**src/rtl/fft_sample_loader_if.sv**
```systemverilog
// Bus between the sample loader and its neighbours: sample capture
// strobe, abort, and the valid/ready stream toward the FFT core.
interface fft_sample_loader_if #(
  parameter int DATA_W = 8,
  parameter int ADDR_W = 4
);
  logic [DATA_W-1:0] in_data;
  logic              in_valid;
  logic              clear;
  logic              out_ready;
  logic [DATA_W-1:0] out_data;
  logic [ADDR_W-1:0] out_index;
  logic              out_valid;
  logic              out_last;
  logic [ADDR_W:0]   count;
  logic              full;
  logic              dropped;

  // Producer/consumer side that drives samples and accepts the stream
  modport master (
    output in_data, in_valid, clear, out_ready,
    input  out_data, out_index, out_valid, out_last, count, full, dropped
  );

  // The loader itself
  modport slave (
    input  in_data, in_valid, clear, out_ready,
    output out_data, out_index, out_valid, out_last, count, full, dropped
  );
endinterface

```
**src/rtl/fft_sample_loader.sv**
```systemverilog
// Sample loader in front of the FFT core. Fills a frame buffer one sample
// per strobe, then streams the whole frame out over valid/ready, optionally
// in bit-reversed index order so a radix-2 DIT core can take it directly.
module fft_sample_loader #(
  parameter int N_SAMPLES   = 16,
  parameter int ADDR_W      = $clog2(N_SAMPLES),
  parameter int DATA_W      = 8,
  parameter bit BIT_REVERSE = 1'b1
) (
  input logic clk,
  input logic rst,
  fft_sample_loader_if.slave bus
);

  typedef enum logic {FILL, STREAM} state_t;

  localparam logic [ADDR_W:0]   FULL_COUNT = (ADDR_W+1)'(N_SAMPLES);
  localparam logic [ADDR_W:0]   LAST_COUNT = (ADDR_W+1)'(N_SAMPLES - 1);
  localparam logic [ADDR_W-1:0] LAST_PTR   = ADDR_W'(N_SAMPLES - 1);

  state_t            state;
  state_t            next_state;
  logic [DATA_W-1:0] mem [N_SAMPLES];
  logic [ADDR_W-1:0] wr_ptr;
  logic [ADDR_W-1:0] rd_ptr;
  logic [ADDR_W-1:0] rd_index;
  logic [ADDR_W:0]   count;
  logic              dropped_q;
  logic              capture;
  logic              transfer;
  logic              last_transfer;

  function automatic logic [ADDR_W-1:0] bitrev(input logic [ADDR_W-1:0] v);
    logic [ADDR_W-1:0] r;
    for (int i = 0; i < ADDR_W; i++) begin
      r[i] = v[ADDR_W-1-i];
    end
    return r;
  endfunction

  // Qualified events; clear overrides both capture and transfer
  always_comb begin
    capture       = (state == FILL) && bus.in_valid && !bus.clear;
    transfer      = (state == STREAM) && bus.out_ready && !bus.clear;
    last_transfer = transfer && (rd_ptr == LAST_PTR);
    rd_index      = BIT_REVERSE ? bitrev(rd_ptr) : rd_ptr;
  end

  // State register
  always_ff @(posedge clk or posedge rst) begin
    if (rst) begin
      state <= FILL;
    end else begin
      state <= next_state;
    end
  end

  // Next state: frame completes on the last capture, drains on the last transfer
  always_comb begin
    next_state = state;
    if (bus.clear) begin
      next_state = FILL;
    end else begin
      case (state)
        FILL:    if (capture && (count == LAST_COUNT)) next_state = STREAM;
        STREAM:  if (last_transfer) next_state = FILL;
        default: next_state = FILL;
      endcase
    end
  end

  // Pointers, sample count and the dropped-strobe pulse
  always_ff @(posedge clk or posedge rst) begin
    if (rst) begin
      wr_ptr    <= '0;
      rd_ptr    <= '0;
      count     <= '0;
      dropped_q <= 1'b0;
    end else if (bus.clear) begin
      wr_ptr    <= '0;
      rd_ptr    <= '0;
      count     <= '0;
      dropped_q <= 1'b0;
    end else begin
      dropped_q <= (state == STREAM) && bus.in_valid;
      if (capture) begin
        wr_ptr <= wr_ptr + 1'b1;
        if (count != FULL_COUNT) count <= count + 1'b1;
      end
      if (transfer) begin
        rd_ptr <= rd_ptr + 1'b1;
        if (last_transfer) count <= '0;
      end
    end
  end

  // Frame buffer; contents survive reset and are only meaningful once full
  always_ff @(posedge clk) begin
    if (capture) mem[wr_ptr] <= bus.in_data;
  end

  // Stream outputs: combinational read at the (possibly bit-reversed) index
  always_comb begin
    bus.out_valid = (state == STREAM);
    bus.full      = (state == STREAM);
    bus.out_last  = (state == STREAM) && (rd_ptr == LAST_PTR);
    bus.out_index = rd_index;
    bus.out_data  = mem[rd_index];
    bus.count     = count;
    bus.dropped   = dropped_q;
  end

endmodule

```
**src/flat_wrapper.sv**
```systemverilog
// flat-port wrapper written by rule: the top's interface ports become plain ports
module fft_sample_loader_flat 
#(
  parameter int N_SAMPLES   = 16,
  parameter int ADDR_W      = $clog2(N_SAMPLES),
  parameter int DATA_W      = 8,
  parameter bit BIT_REVERSE = 1'b1
)
  (clk, rst, bus_in_data, bus_in_valid, bus_clear, bus_out_ready, bus_out_data, bus_out_index, bus_out_valid, bus_out_last, bus_count, bus_full, bus_dropped);
  fft_sample_loader_if #(.DATA_W(DATA_W), .ADDR_W(ADDR_W)) bus_i ();
  input logic clk;
  input logic rst;
  input wire logic [$bits(bus_i.in_data)-1:0] bus_in_data;
  input wire logic [$bits(bus_i.in_valid)-1:0] bus_in_valid;
  input wire logic [$bits(bus_i.clear)-1:0] bus_clear;
  input wire logic [$bits(bus_i.out_ready)-1:0] bus_out_ready;
  output wire logic [$bits(bus_i.out_data)-1:0] bus_out_data;
  output wire logic [$bits(bus_i.out_index)-1:0] bus_out_index;
  output wire logic [$bits(bus_i.out_valid)-1:0] bus_out_valid;
  output wire logic [$bits(bus_i.out_last)-1:0] bus_out_last;
  output wire logic [$bits(bus_i.count)-1:0] bus_count;
  output wire logic [$bits(bus_i.full)-1:0] bus_full;
  output wire logic [$bits(bus_i.dropped)-1:0] bus_dropped;
  assign bus_i.in_data = bus_in_data;
  assign bus_i.in_valid = bus_in_valid;
  assign bus_i.clear = bus_clear;
  assign bus_i.out_ready = bus_out_ready;
  assign bus_out_data = bus_i.out_data;
  assign bus_out_index = bus_i.out_index;
  assign bus_out_valid = bus_i.out_valid;
  assign bus_out_last = bus_i.out_last;
  assign bus_count = bus_i.count;
  assign bus_full = bus_i.full;
  assign bus_dropped = bus_i.dropped;
  fft_sample_loader #(.N_SAMPLES(N_SAMPLES), .ADDR_W(ADDR_W), .DATA_W(DATA_W), .BIT_REVERSE(BIT_REVERSE)) u_core (.clk(clk), .rst(rst), .bus(bus_i));
endmodule
```
**config.mk**
```make
export PLATFORM = sky130hd
export DESIGN_NAME = fft_sample_loader_flat
export DESIGN_NICKNAME = d
export VERILOG_FILES = /design/src/rtl/fft_sample_loader_if.sv /design/src/rtl/fft_sample_loader.sv /design/src/flat_wrapper.sv
export SDC_FILE = /design/constraint.sdc
export NUM_CORES = 1
export LEC_CHECK = 0
export CAP_MARGIN = 20
export CELL_PAD_IN_SITES_DETAIL_PLACEMENT = 0
export CELL_PAD_IN_SITES_GLOBAL_PLACEMENT = 1
export CORE_UTILIZATION = 55
export CTS_CLUSTER_SIZE = 25
export DETAILED_ROUTE_END_ITERATION = 10
export HOLD_SLACK_MARGIN = 0.15
export PLACE_DENSITY = 0.81
export RECOVER_POWER = 100
export SLEW_MARGIN = 20
export SYNTH_ARGS = -nofsm -noshare
export SYNTH_HDL_FRONTEND = slang
export SYNTH_SLANG_ARGS = --single-unit
export TNS_END_PERCENT = 20
```
**constraint.sdc**
```tcl
create_clock -name clk -period 4.83 [get_ports clk]
set_input_delay 0.483 -clock clk [delete_from_list [all_inputs] [get_ports clk]]
set_output_delay 0.483 -clock clk [all_outputs]
set_load 0.05 [all_outputs]
```
# Word-level counts from Yosys, hierarchy flattened
# Memory sizes are Yosys's and may differ from the RTL's.
# Index checks and enable logic that the tools add are counted.
[word_totals] wordCells=40 latchBits=0 mem_count=1 ram_bits=128 romBits=0 register_bits=15 output_inout_bits=21 input_bits=13
[classes] shift=0 div_mod_pow=0 muxes=16 magnitude_cmp=0 addsub=3 bitwise=1 n_eq_ne=3 multipliers=0 reduce_logical=11
[memory_table] name="u_core.mem" depth=16 word_bits=8 rd=1 rd_ports_with_merged_regs=0 write_ports=1 line="fft_sample_loader.sv:23" text="logic [DATA_W-1:0] mem [N_SAMPLES];"
[op_table] operator="$mux 5" count=5
[op_table] operator="$mux 4" count=4
[op_table] operator="$add 4x1->4 const B" count=2
[op_table] operator="$logic_and 1x1->1" count=8
[op_table] operator="$mux 1" count=6
[op_table] operator="$add 5x1->5 const B" count=1
[op_table] operator="$eq 5x4->1 const B" count=1
[op_table] operator="$ne 5x5->1 const B" count=1
[op_table] operator="$eq 4x4->1 const B" count=1
[op_table] operator="$reduce_bool 2->1" count=2
[op_table] operator="$pmux 1 s2" count=1
[op_table] operator="$logic_not 1->1" count=1
[op_table] operator="$not 1->1" count=1

# Logic depth before layout (Yosys ltp)
# Gate-level depths: netlist of run 1.
[logic_depth] ltp_word=7 depth_mapped=5 depth_no_buf=5

# Worst setup path after synthesis of run 1
# OpenSTA, ideal clock, no wires.
[synth_timing] path_type="reg2out" from="reg u_core.rd_ptr[3]" to="out bus_out_data[4]" slack_ns=2.256 required_ns=4.347 arrival_time_ns=2.091 path_buffers=2 stages_incl_launch_ff=6 cell_sequence="dfrtp_1 buf_4 buf_4 mux4_2 a22oi_1 nand2_1"
[synth_between] elab_chain_cells=1
[synth_rtl] element="from (decl)" line="fft_sample_loader.sv:25" text="logic [ADDR_W-1:0] rd_ptr;"
[synth_rtl] element="from (signal assigned)" line="fft_sample_loader.sv:91" text="rd_ptr <= rd_ptr + 1'b1;"
[synth_rtl] element="$mem_v2 16x8"
[synth_rtl] element="to (decl)" line="flat_wrapper.sv:17" text="output wire logic [$bits(bus_i.out_data)-1:0] bus_out_data;"
# Every way passes these cells.

# Final worst setup path of run 1
# Ends and elaborated chain as after synthesis.

==> results of run 1 <==
==> cells by family (layout without fill, tap and decap cells) <==
logic type / Yosys count / count (layout) / synth area share
flops: 143 / 143 / 0.728
simple gates: 73 / 73 / 0.0646
compound gates: 34 / 34 / 0.0395
mux: 32 / 32 / 0.124
buf+inv: 28 / 78 / 0.0216
fa+ha+maj: 8 / 8 / 0.0173
xor+xnor: 3 / 3 / 0.00454
==> per-stage QoR <==
stage | hold slack, ns | utilization | setup WS (ns)
2_1_floorplan | 0.384 | - | 2.26
3_3_place_gp | 0.581 | 0.609 | 1.59
3_5_place_dp | 0.586 | 0.609 | 1.57
4_1_cts | 0.347 | 0.665 | 1.01
5_1_grt | 0.527 | 0.663 | 0.469
6_report | 0.473 | 0.663 | 0.712
==> placed cells by master (no fill, tap or decap), types with 6 or more instances in the layout <==
cell type / n
clkdlybuf4s50_1: 6
nor2_1: 17
a22oi_1: 16
mux4_2: 32
ha_1: 8
a21oi_1: 7
o21ai_0: 7
inv_1: 10
dlygate4sd3_1: 27
and3_1: 6
nand2_1: 18
nand3_1: 12
clkbuf_16: 16
dfrtp_1: 15
edfxtp_1: 128
==> final timing paths <==
| path | cells past startpoint | slack (ns) | from | endpoint |
|---|---|---|---|---|
| min | 2 | 0.47 | rst | u_core.bus.count[3] |
| max reg2reg | 4 | 1.90 | u_core.wr_ptr[0] | u_core.mem[0][2] |
| max | 5 | 0.71 | u_core.rd_ptr[3] | bus_out_data[4] |
| min reg2reg | 2 | 0.59 | u_core.wr_ptr[0] | u_core.wr_ptr[0] |
| max in group asynchronous | 2 | 3.96 | rst | u_core.wr_ptr[2] |
| min in group clk | 2 | 0.59 | u_core.wr_ptr[0] | u_core.wr_ptr[0] |
==> registers in the layout, indices dropped and copies added (netlist names) <==
name                count
u_core.bus.count        5
u_core.bus.dropped      1
u_core.bus.full         1
u_core.mem            128
u_core.rd_ptr           4
u_core.wr_ptr           4
==> layer usage <==
layer  vias up  share of wire  track usage
met4         0          0.017       0.0865
met3        15          0.058       0.0618
li1       1353              -            -
met2       110           0.49        0.360
met5         -              0            0
met1      1613           0.43        0.330
==> power by group through the flow <==
stage | registers (mW) | clock network (mW) | logic, mW
CTS | 1.36 | 1.29 | 0.0893
floorplan | 1.39 | 0 | 0.0399
global route | 1.36 | 1.34 | 0.0931
global placement | 1.39 | 0 | 0.0869
detailed placement | 1.39 | 0 | 0.0886
finish | 1.36 | 1.28 | 0.0854
==> final cells by class <==
class                   instances  area, um^2  share of cell area
inverters                      10        37.5             0.00551
clock inverters                14         166              0.0244
multi-input cells             150        1450               0.213
repair buffers                 37         353              0.0518
clock buffers                  17         414              0.0608
well taps                     136         170              0.0250
flip-flops and latches        143        4220               0.620
==> worst reg2reg max path: cells and delay by family, from the launching register on <==
family	cells	cell delay, ns
and+or+nand+nor	2	1.82
DFF	1	0.42
buffers and inverters	1	0.11
adders and majority gates	1	0.17
==> flow_metrics.py, run 1 <==
metrics = {
    "synth": {
        "ys_top_cells_by_count": "edfxtp_1 (128), mux4_2 (32), nand2_1 (18)",
        "yosysMostFrequentCell": "edfxtp_1",
        "yosys-top-cells-area": "edfxtp_1 (66%), mux4_2 (12%), dfrtp_1 (6.5%)",
        "syn_inst": 321,
        "synthArstFlopShare": 0.105,
        "synth_edf_count": 128,
        "ys_seq_area_frac": 0.728,
        "synth_top_area_frac": 0.663,
        "synth_nets": 342,
        "synth_cell_types": 32,
        "ys_ff_latch": 143,
        "synthFlopType": "edfxtp_1",
        "synth_area_per_cell_um2": 18.1,
        "synth_area_mm2": 0.00579,
        "yosysWarnings": 0,
        "synth_area_leader_cell": "edfxtp_1",
    },
    "power_and_ir_drop": {
        "p_sw_frac": 0.206,
        "power_frac_seq": 0.499,
        "p_clk_frac": 0.469,
        "p_int_mw": 2.17,
        "finalPower_mw": 2.73,
        "pwr-share-comb": 0.031,
        "power_leakage_nw": 2.27,
        "p_per_area_mw_per_mm2": 401,
        "worst_ir_drop_vdd_uv": 343,
        "p_sw_mw": 0.562,
    },
    "critical_path": {
        "critPathBufInv": 2,
        "crit_path_start_kind": "flip-flop",
        "endpoint_kind": "output pin",
        "slowest_delay_ns": 1.09,
        "crit_path_max_fanout": 20,
        "cp_data_arrival_time_ns": 3.63,
        "cp_top_family": "flip-flops",
        "cp_slowest_cell": "dfrtp_1",
        "crit_required_ns": 4.35,
        "crit_type": "reg2out",
        "path_cells": "buf_4 -> mux4_2 -> a22oi_1 -> nand2_1 -> clkdlybuf4s50_1",
    },
    "clock_tree": {
        "clk_pin_slew_ns": 0.06,
        "hold_buffers": 0,
        "cts_tree": "yes",
        "cts_resized": 0,
        "postCtsSetupBuffers": 0,
        "clk_latency_ns": 0.52,
        "clockBufferDepth": 2,
        "cts_buffers": 17,
        "clock-sinks": 143,
        "h-tree-depth": 4,
        "cts_root_buffer": "clkbuf_8",
    },
    "die": {
        "ioPinCount": 34,
        "fp.dieW_um": 105,
        "fp.dieArea_mm2": 0.0109,
        "rows": 37,
        "die_h_um": 105,
        "start_util": 0.564,
        "core_area_mm2": 0.0103,
    },
    "placement": {
        "port_buffers": 33,
        "dp.cells": 476,
        "hpwlAfterDp_um": 7000,
        "gp_congestion": 0.814,
        "placed_area_mm2": 0.00625,
    },
    "global_routing": {
        "grt_usage": 0.235,
        "antenna_found_initial": 0,
        "grt_max_degree": 37,
        "grt_pass1_wl_um": 18300,
        "overflow": 0,
        "grt_pass1_vias": 3154,
    },
    "routing": {
        "post_drt_wl_per_cell_um": 23.2,
        "viasPerCell": 6.10,
        "vias": 3091,
        "drc_errors": 0,
        "drt-initial-drc-count": 269,
        "dr.pass1.iters": 5,
        "finalWirelength_um": 11800,
        "postRouteAntennaNets": 0,
    },
    "status": {
        "outcome": "complete, but fails checks",
        "violations": "max-capacitance violations, max-slew violations",
    },
    "finish": {
        "drive_above_1_share": 0.178,
        "design_area_mm2": 0.00681,
        "nets": 380,
        "fill_cells": 726,
        "diodes": 0,
        "area_growth_pct": 17.5,
        "layoutNonFillerInstCount": 507,
    },
    "timing": {
        "period_needed_ns": 4.12,
        "fin_tns_setup_ns": 0,
        "worstMarginPinSlew_ns": 1.85,
        "skew_ns": 0.00847,
        "period_share": 0.853,
        "hold_viol": 0,
        "maxSlewHeadroom": -0.240,
        "max_freq_ghz": 0.243,
        "drv_slew": 64,
        "rsz0062_at_grt": "no",
        "setup_violations": 0,
    },
    "flow_run": {
        "drv_cap": 4,
    },
    "hold_path": {
        "worstHoldPathType": "in2async",
    },
}
No activity file was read; power rests on OpenSTA's default activity.
==> run 2: changes to the inputs <==
Settings changed: CORE_UTILIZATION 55 to 51, PLACE_DENSITY 0.81 to 0.8.
Clock period 4.83 ns to 3.91 ns, I/O delays scaled along.
==> run 2 against run 1 <==
Compared with the run above: the flow now finishes without violations; final area is essentially flat; combinational power grew 29%; clock power grew 16%; setup slack lost 0.49 ns; sequential power grew 24%; via count grew 1.2%; hold slack gained 0.021 ns; utilization shrank 4.0 points; sequential cell count is the same; global-route usage shrank 0.94 points; die area grew 7.7%.
==> flow_metrics.py, run 2 (same netlist as run 1, synthesis figures left out) <==
metrics = {
    "placement": {
        "port_buffers": 33,
        "gp_congestion": 0.767,
        "dpl_worst_slack_ns": 0.623,
        "hpwlAfterDp_um": 7800,
        "placed_area_mm2": 0.00628,
    },
    "die": {
        "ioPinCount": 34,
        "core_area_mm2": 0.0109,
        "fp.dieArea_mm2": 0.0118,
        "fp.dieW_um": 109,
        "die_h_um": 109,
        "rows": 38,
        "start_util": 0.530,
    },
    "timing": {
        "max_freq_ghz": 0.271,
        "period_share": 0.943,
        "setup_violations": 0,
        "hold_viol": 0,
        "rsz0062_at_grt": "no",
        "skew_ns": 0.00742,
        "layout_setup_ws_ns": 0.224,
        "fin_tns_setup_ns": 0,
        "worstMarginPinSlew_ns": 0.906,
        "period_needed_ns": 3.69,
        "maxSlewHeadroom": 0.394,
        "fin_hold_ws_ns": 0.493,
        "drv_slew": 0,
    },
    "critical_path": {
        "crit_type": "reg2out",
        "worstRegToRegCells": 5,
        "endpoint_kind": "output pin",
        "path_cells": "buf_4 -> mux4_2 -> a22oi_1 -> nand2_1 -> clkdlybuf4s50_1",
        "r2r-end": "u_core.mem[8][3]",
        "rrSetupSlack_ns": 1.57,
        "crit_path_max_fanout": 27,
        "cp_data_arrival_time_ns": 3.30,
        "slowest_delay_ns": 0.95,
        "rr_startpoint": "u_core.wr_ptr[0]",
        "crit_required_ns": 3.52,
        "crit_path_start_kind": "flip-flop",
        "cp_slowest_cell": "dfrtp_2",
    },
    "finish": {
        "final_common_cell": "edfxtp_1",
        "drive_above_1_share": 0.183,
        "area_growth_pct": 17.4,
        "final_cell_mix": "edfxtp_1 (128), mux4_2 (32), dlygate4sd3_1 (24)",
        "diodes": 0,
        "top_register": "u_core.mem",
        "design_area_mm2": 0.00680,
        "nets": 385,
        "largest_reg_flops": 128,
        "biggestRegsByFlops": "u_core.mem: 128 flops, u_core.bus.count: 5 flops",
        "fill_cells": 809,
    },
    "routing": {
        "drc_errors": 0,
        "drt-initial-drc-count": 314,
        "dr.pass1.iters": 4,
        "vias": 3129,
        "post_drt_wl_per_cell_um": 23.4,
        "postRouteAntennaNets": 0,
        "viasPerCell": 6.05,
        "finalWirelength_um": 12100,
    },
    "flow_run": {
        "drv_cap": 0,
    },
    "global_routing": {
        "overflow": 0,
        "grt_pass1_vias": 3083,
        "grt_usage": 0.226,
        "grt_max_degree": 34,
        "grt_pass1_wl_um": 18100,
        "antenna_found_initial": 0,
    },
    "power_and_ir_drop": {
        "power_leakage_nw": 2.25,
        "worst_ir_drop_vdd_uv": 286,
        "finalPower_mw": 3.27,
        "p_per_area_mw_per_mm2": 481,
    },
    "clock_tree": {
        "clockBufferDepth": 2,
        "cts_buffers": 17,
        "h-tree-depth": 4,
        "clock-sinks": 143,
        "hold_buffers": 0,
        "clk_pin_slew_ns": 0.06,
        "cts_root_buffer": "clkbuf_16",
        "cts_tree": "yes",
        "postCtsSetupBuffers": 0,
        "cts_resized": 0,
        "clk_latency_ns": 0.42,
    },
    "status": {
        "outcome": "complete, no violations",
    },
    "hold_path": {
        "worstHoldPathType": "in2async",
    },
}
## run 2: cell types whose count changed in the layout (fill, tap and decap cells not counted), sizes merged
cell,change
clkdlybuf4s50,+3
dlygate4sd3,-3
bufinv,-2
clkinvlp,+5
clkinv,-2
clkbuf,+6
inv,-1
## run 2: critical path, delay by kind of cell, from the launching register on
family                 cells  cell delay [ns]
flip-flops                 1             0.95
multiplexers               1             0.55
AO/OA/AOI/OAI              1             0.18
AND/OR/NAND/NOR            1             0.09
buffers and inverters      2             1.09
## run 2: metrics by stage
stage | util | cells
finish | 0.622 | 517
global route | 0.622 | 517
CTS | 0.625 | 517
detailed placement | 0.574 | 485
global placement | 0.574 | 485
floorplan | - | 321
## run 2: cell type report
| cell class | instances | area (um^2) | share of cell area |
|---|---|---|---|
| clock buffers | 18 | 429 | 0.0631 |
| clock inverters | 14 | 120 | 0.0177 |
| inverters | 10 | 37.5 | 0.00552 |
| multi-input cells | 150 | 1450 | 0.213 |
| flip-flops and latches | 143 | 4220 | 0.620 |
| well taps | 140 | 175 | 0.0257 |
| repair buffers | 42 | 372 | 0.0546 |
## run 2: per-layer routing
layer	up-vias	routed length, um	GRT usage
li1	1364	-	-
met1	1606	5280	0.309
met3	19	814	0.0687
met4	0	194	0.0820
met2	140	5800	0.345
met5	-	0	0
## run 2: power by group
group / internal [mW] / switching, mW
Clock: 0.870 / 0.610
Combinational: 0.0339 / 0.0766
Sequential: 1.68 / 0.00588
## run 2: worst max path at each step
stage | from | to | depth (start not counted)
after floorplan | u_core.rd_ptr[3] | bus_out_data[4] | 5
after global placement | u_core.rd_ptr[3] | bus_out_data[5] | 5
after detailed placement | u_core.rd_ptr[3] | bus_out_data[1] | 5
after CTS | u_core.rd_ptr[3] | bus_out_data[1] | 5
after global routing | u_core.rd_ptr[3] | bus_out_data[3] | 5
final | u_core.rd_ptr[3] | bus_out_data[3] | 5
==> run 3: changes to the inputs <==
Settings changed: CORE_UTILIZATION 51 to 40, PLACE_DENSITY 0.8 to 0.65.
==> run 3 against run 2 <==
Compared with the run above: register-to-register slack barely moved; sequential cell count unchanged; non-clock buffer count grew 9; critical path depth is the same; first-iteration DRC count is 26% lower; setup slack better by 0.12 ns; clock power about the same; final area is 1.7% higher; wire length is 2.4% higher.
==> flow_metrics.py, run 3 (same netlist as run 1, synthesis figures left out) <==
metrics = {
    "status": {
        "outcome": "complete, no violations",
    },
    "die": {
        "core_area_mm2": 0.0140,
        "fp.dieArea_mm2": 0.0150,
        "ioPinCount": 34,
        "rows": 43,
        "fp.dieW_um": 122,
        "start_util": 0.414,
        "die_h_um": 122,
    },
    "timing": {
        "period_needed_ns": 3.56,
        "fin_tns_setup_ns": 0,
        "setup_violations": 0,
        "maxSlewHeadroom": 0.386,
        "period_share": 0.911,
        "worstMarginPinSlew_ns": 0.918,
        "rsz0062_at_grt": "no",
        "max_freq_ghz": 0.281,
        "hold_viol": 0,
        "layout_setup_ws_ns": 0.347,
        "drv_slew": 0,
        "skew_ns": 0.00890,
    },
    "routing": {
        "drt-initial-drc-count": 233,
        "viasPerCell": 5.45,
        "dr.pass1.iters": 4,
        "drc_errors": 0,
        "vias": 3082,
        "post_drt_wl_per_cell_um": 21.9,
        "postRouteAntennaNets": 0,
        "finalWirelength_um": 12400,
    },
    "critical_path": {
        "slowest_delay_ns": 0.89,
        "r2r-end": "u_core.mem[12][5]",
        "crit_path_max_fanout": 24,
        "crit_type": "reg2out",
        "cp_top_family": "buffers and inverters",
        "rr_startpoint": "u_core.wr_ptr[0]",
        "endpoint_kind": "output pin",
        "rrSetupSlack_ns": 1.57,
        "cp-startpoint": "u_core.rd_ptr[3]",
        "path_cells": "buf_12 -> mux4_2 -> a22oi_1 -> nand2_1 -> dlygate4sd3_1",
        "cp_data_arrival_time_ns": 3.17,
        "crit_path_start_kind": "flip-flop",
        "crit_required_ns": 3.52,
        "cp.depth": 5,
        "worstRegToRegCells": 6,
        "critPathBufInv": 2,
        "cp_slowest_cell": "dfrtp_2",
    },
    "power_and_ir_drop": {
        "power_leakage_nw": 2.29,
        "p_per_area_mw_per_mm2": 469,
        "worst_ir_drop_vdd_uv": 316,
    },
    "clock_tree": {
        "clk_latency_ns": 0.42,
        "h-tree-depth": 4,
        "clk_pin_slew_ns": 0.05,
        "hold_buffers": 0,
        "cts_resized": 0,
        "clockBufferDepth": 2,
        "cts_tree": "yes",
        "cts_root_buffer": "clkbuf_16",
        "clock-sinks": 143,
        "postCtsSetupBuffers": 0,
        "cts_buffers": 17,
    },
    "finish": {
        "fill_cells": 1203,
        "diodes": 0,
        "top_register": "u_core.mem",
        "nets": 394,
        "drive_above_1_share": 0.163,
        "final_common_cell": "edfxtp_1",
        "biggestRegsByFlops": "u_core.mem: 128 flops, u_core.bus.count: 5 flops",
        "final_cell_mix": "edfxtp_1 (128), mux4_2 (32), dlygate4sd3_1 (32)",
        "area_growth_pct": 19.4,
        "largest_reg_flops": 128,
    },
    "global_routing": {
        "grt_pass1_vias": 3169,
        "overflow": 0,
        "grt_usage": 0.182,
        "antenna_found_initial": 0,
        "grt_pass1_wl_um": 18600,
        "grt_max_degree": 25,
    },
    "flow_run": {
        "drv_cap": 0,
    },
    "placement": {
        "dpl_worst_slack_ns": 0.767,
        "gp_congestion": 0.724,
        "port_buffers": 33,
        "hpwlAfterDp_um": 7770,
    },
    "hold_path": {
        "worstHoldPathType": "in2async",
    },
}
[run 3: area by class of cell]
class,count,area [um^2],share of cell area
clock inverters,3,38.8,0.00560
flip-flops and latches,143,4220,0.610
repair buffers,51,458,0.0662
multi-input cells,150,1450,0.210
clock buffers,29,490,0.0709
well taps,180,225,0.0325
inverters,10,37.5,0.00542
[run 3: worst max path at each step]
stage | endpoint | slack, ns
floorplan | bus_out_data[4] | 1.43
global placement | bus_out_data[4] | 0.77
detailed placement | bus_out_data[4] | 0.77
CTS | bus_out_data[4] | 0.31
global route | bus_out_data[4] | 0.17
finish | bus_out_data[5] | 0.35
[run 3: layer usage]
metal / track usage / up-vias / wire length, um
met5: 0 / - / 0
met4: 0.0808 / 0 / 255
met3: 0.0390 / 20 / 537
met2: 0.285 / 77 / 6020
met1: 0.244 / 1604 / 5560
li1: - / 1381 / -
[run 3: power breakdown]
part	total, mW	internal [mW]	switching [mW]	leakage [nW]
clock	1.45	0.905	0.549	0.255
sequential	1.68	1.68	0.00586	1.36
combinational	0.106	0.0326	0.0730	0.680
[run 3: per-stage QoR]
step | hold WS (ns) | total power, mW | instances | instance area, um^2 | utilization
3_5_place_dp | 0.588 | 1.83 | 534 | 6440 | 0.460
2_1_floorplan | 0.292 | 1.77 | 321 | 5790 | -
4_1_cts | 0.364 | 3.28 | 566 | 6970 | 0.498
5_1_grt | 0.560 | 3.35 | 566 | 6920 | 0.495
6_report | 0.477 | 3.24 | 566 | 6920 | 0.495
3_3_place_gp | 0.582 | 1.83 | 534 | 6440 | 0.460
[run 3: worst register-to-register path, cell delays in order, from the launching register on]
cell and delay (ns):
dfrtp_1 0.42, inv_1 0.12, ha_1 0.15, nor4bb_1 0.44
nand2_1 0.14, nor2_1 0.11, clkbuf_1 0.57
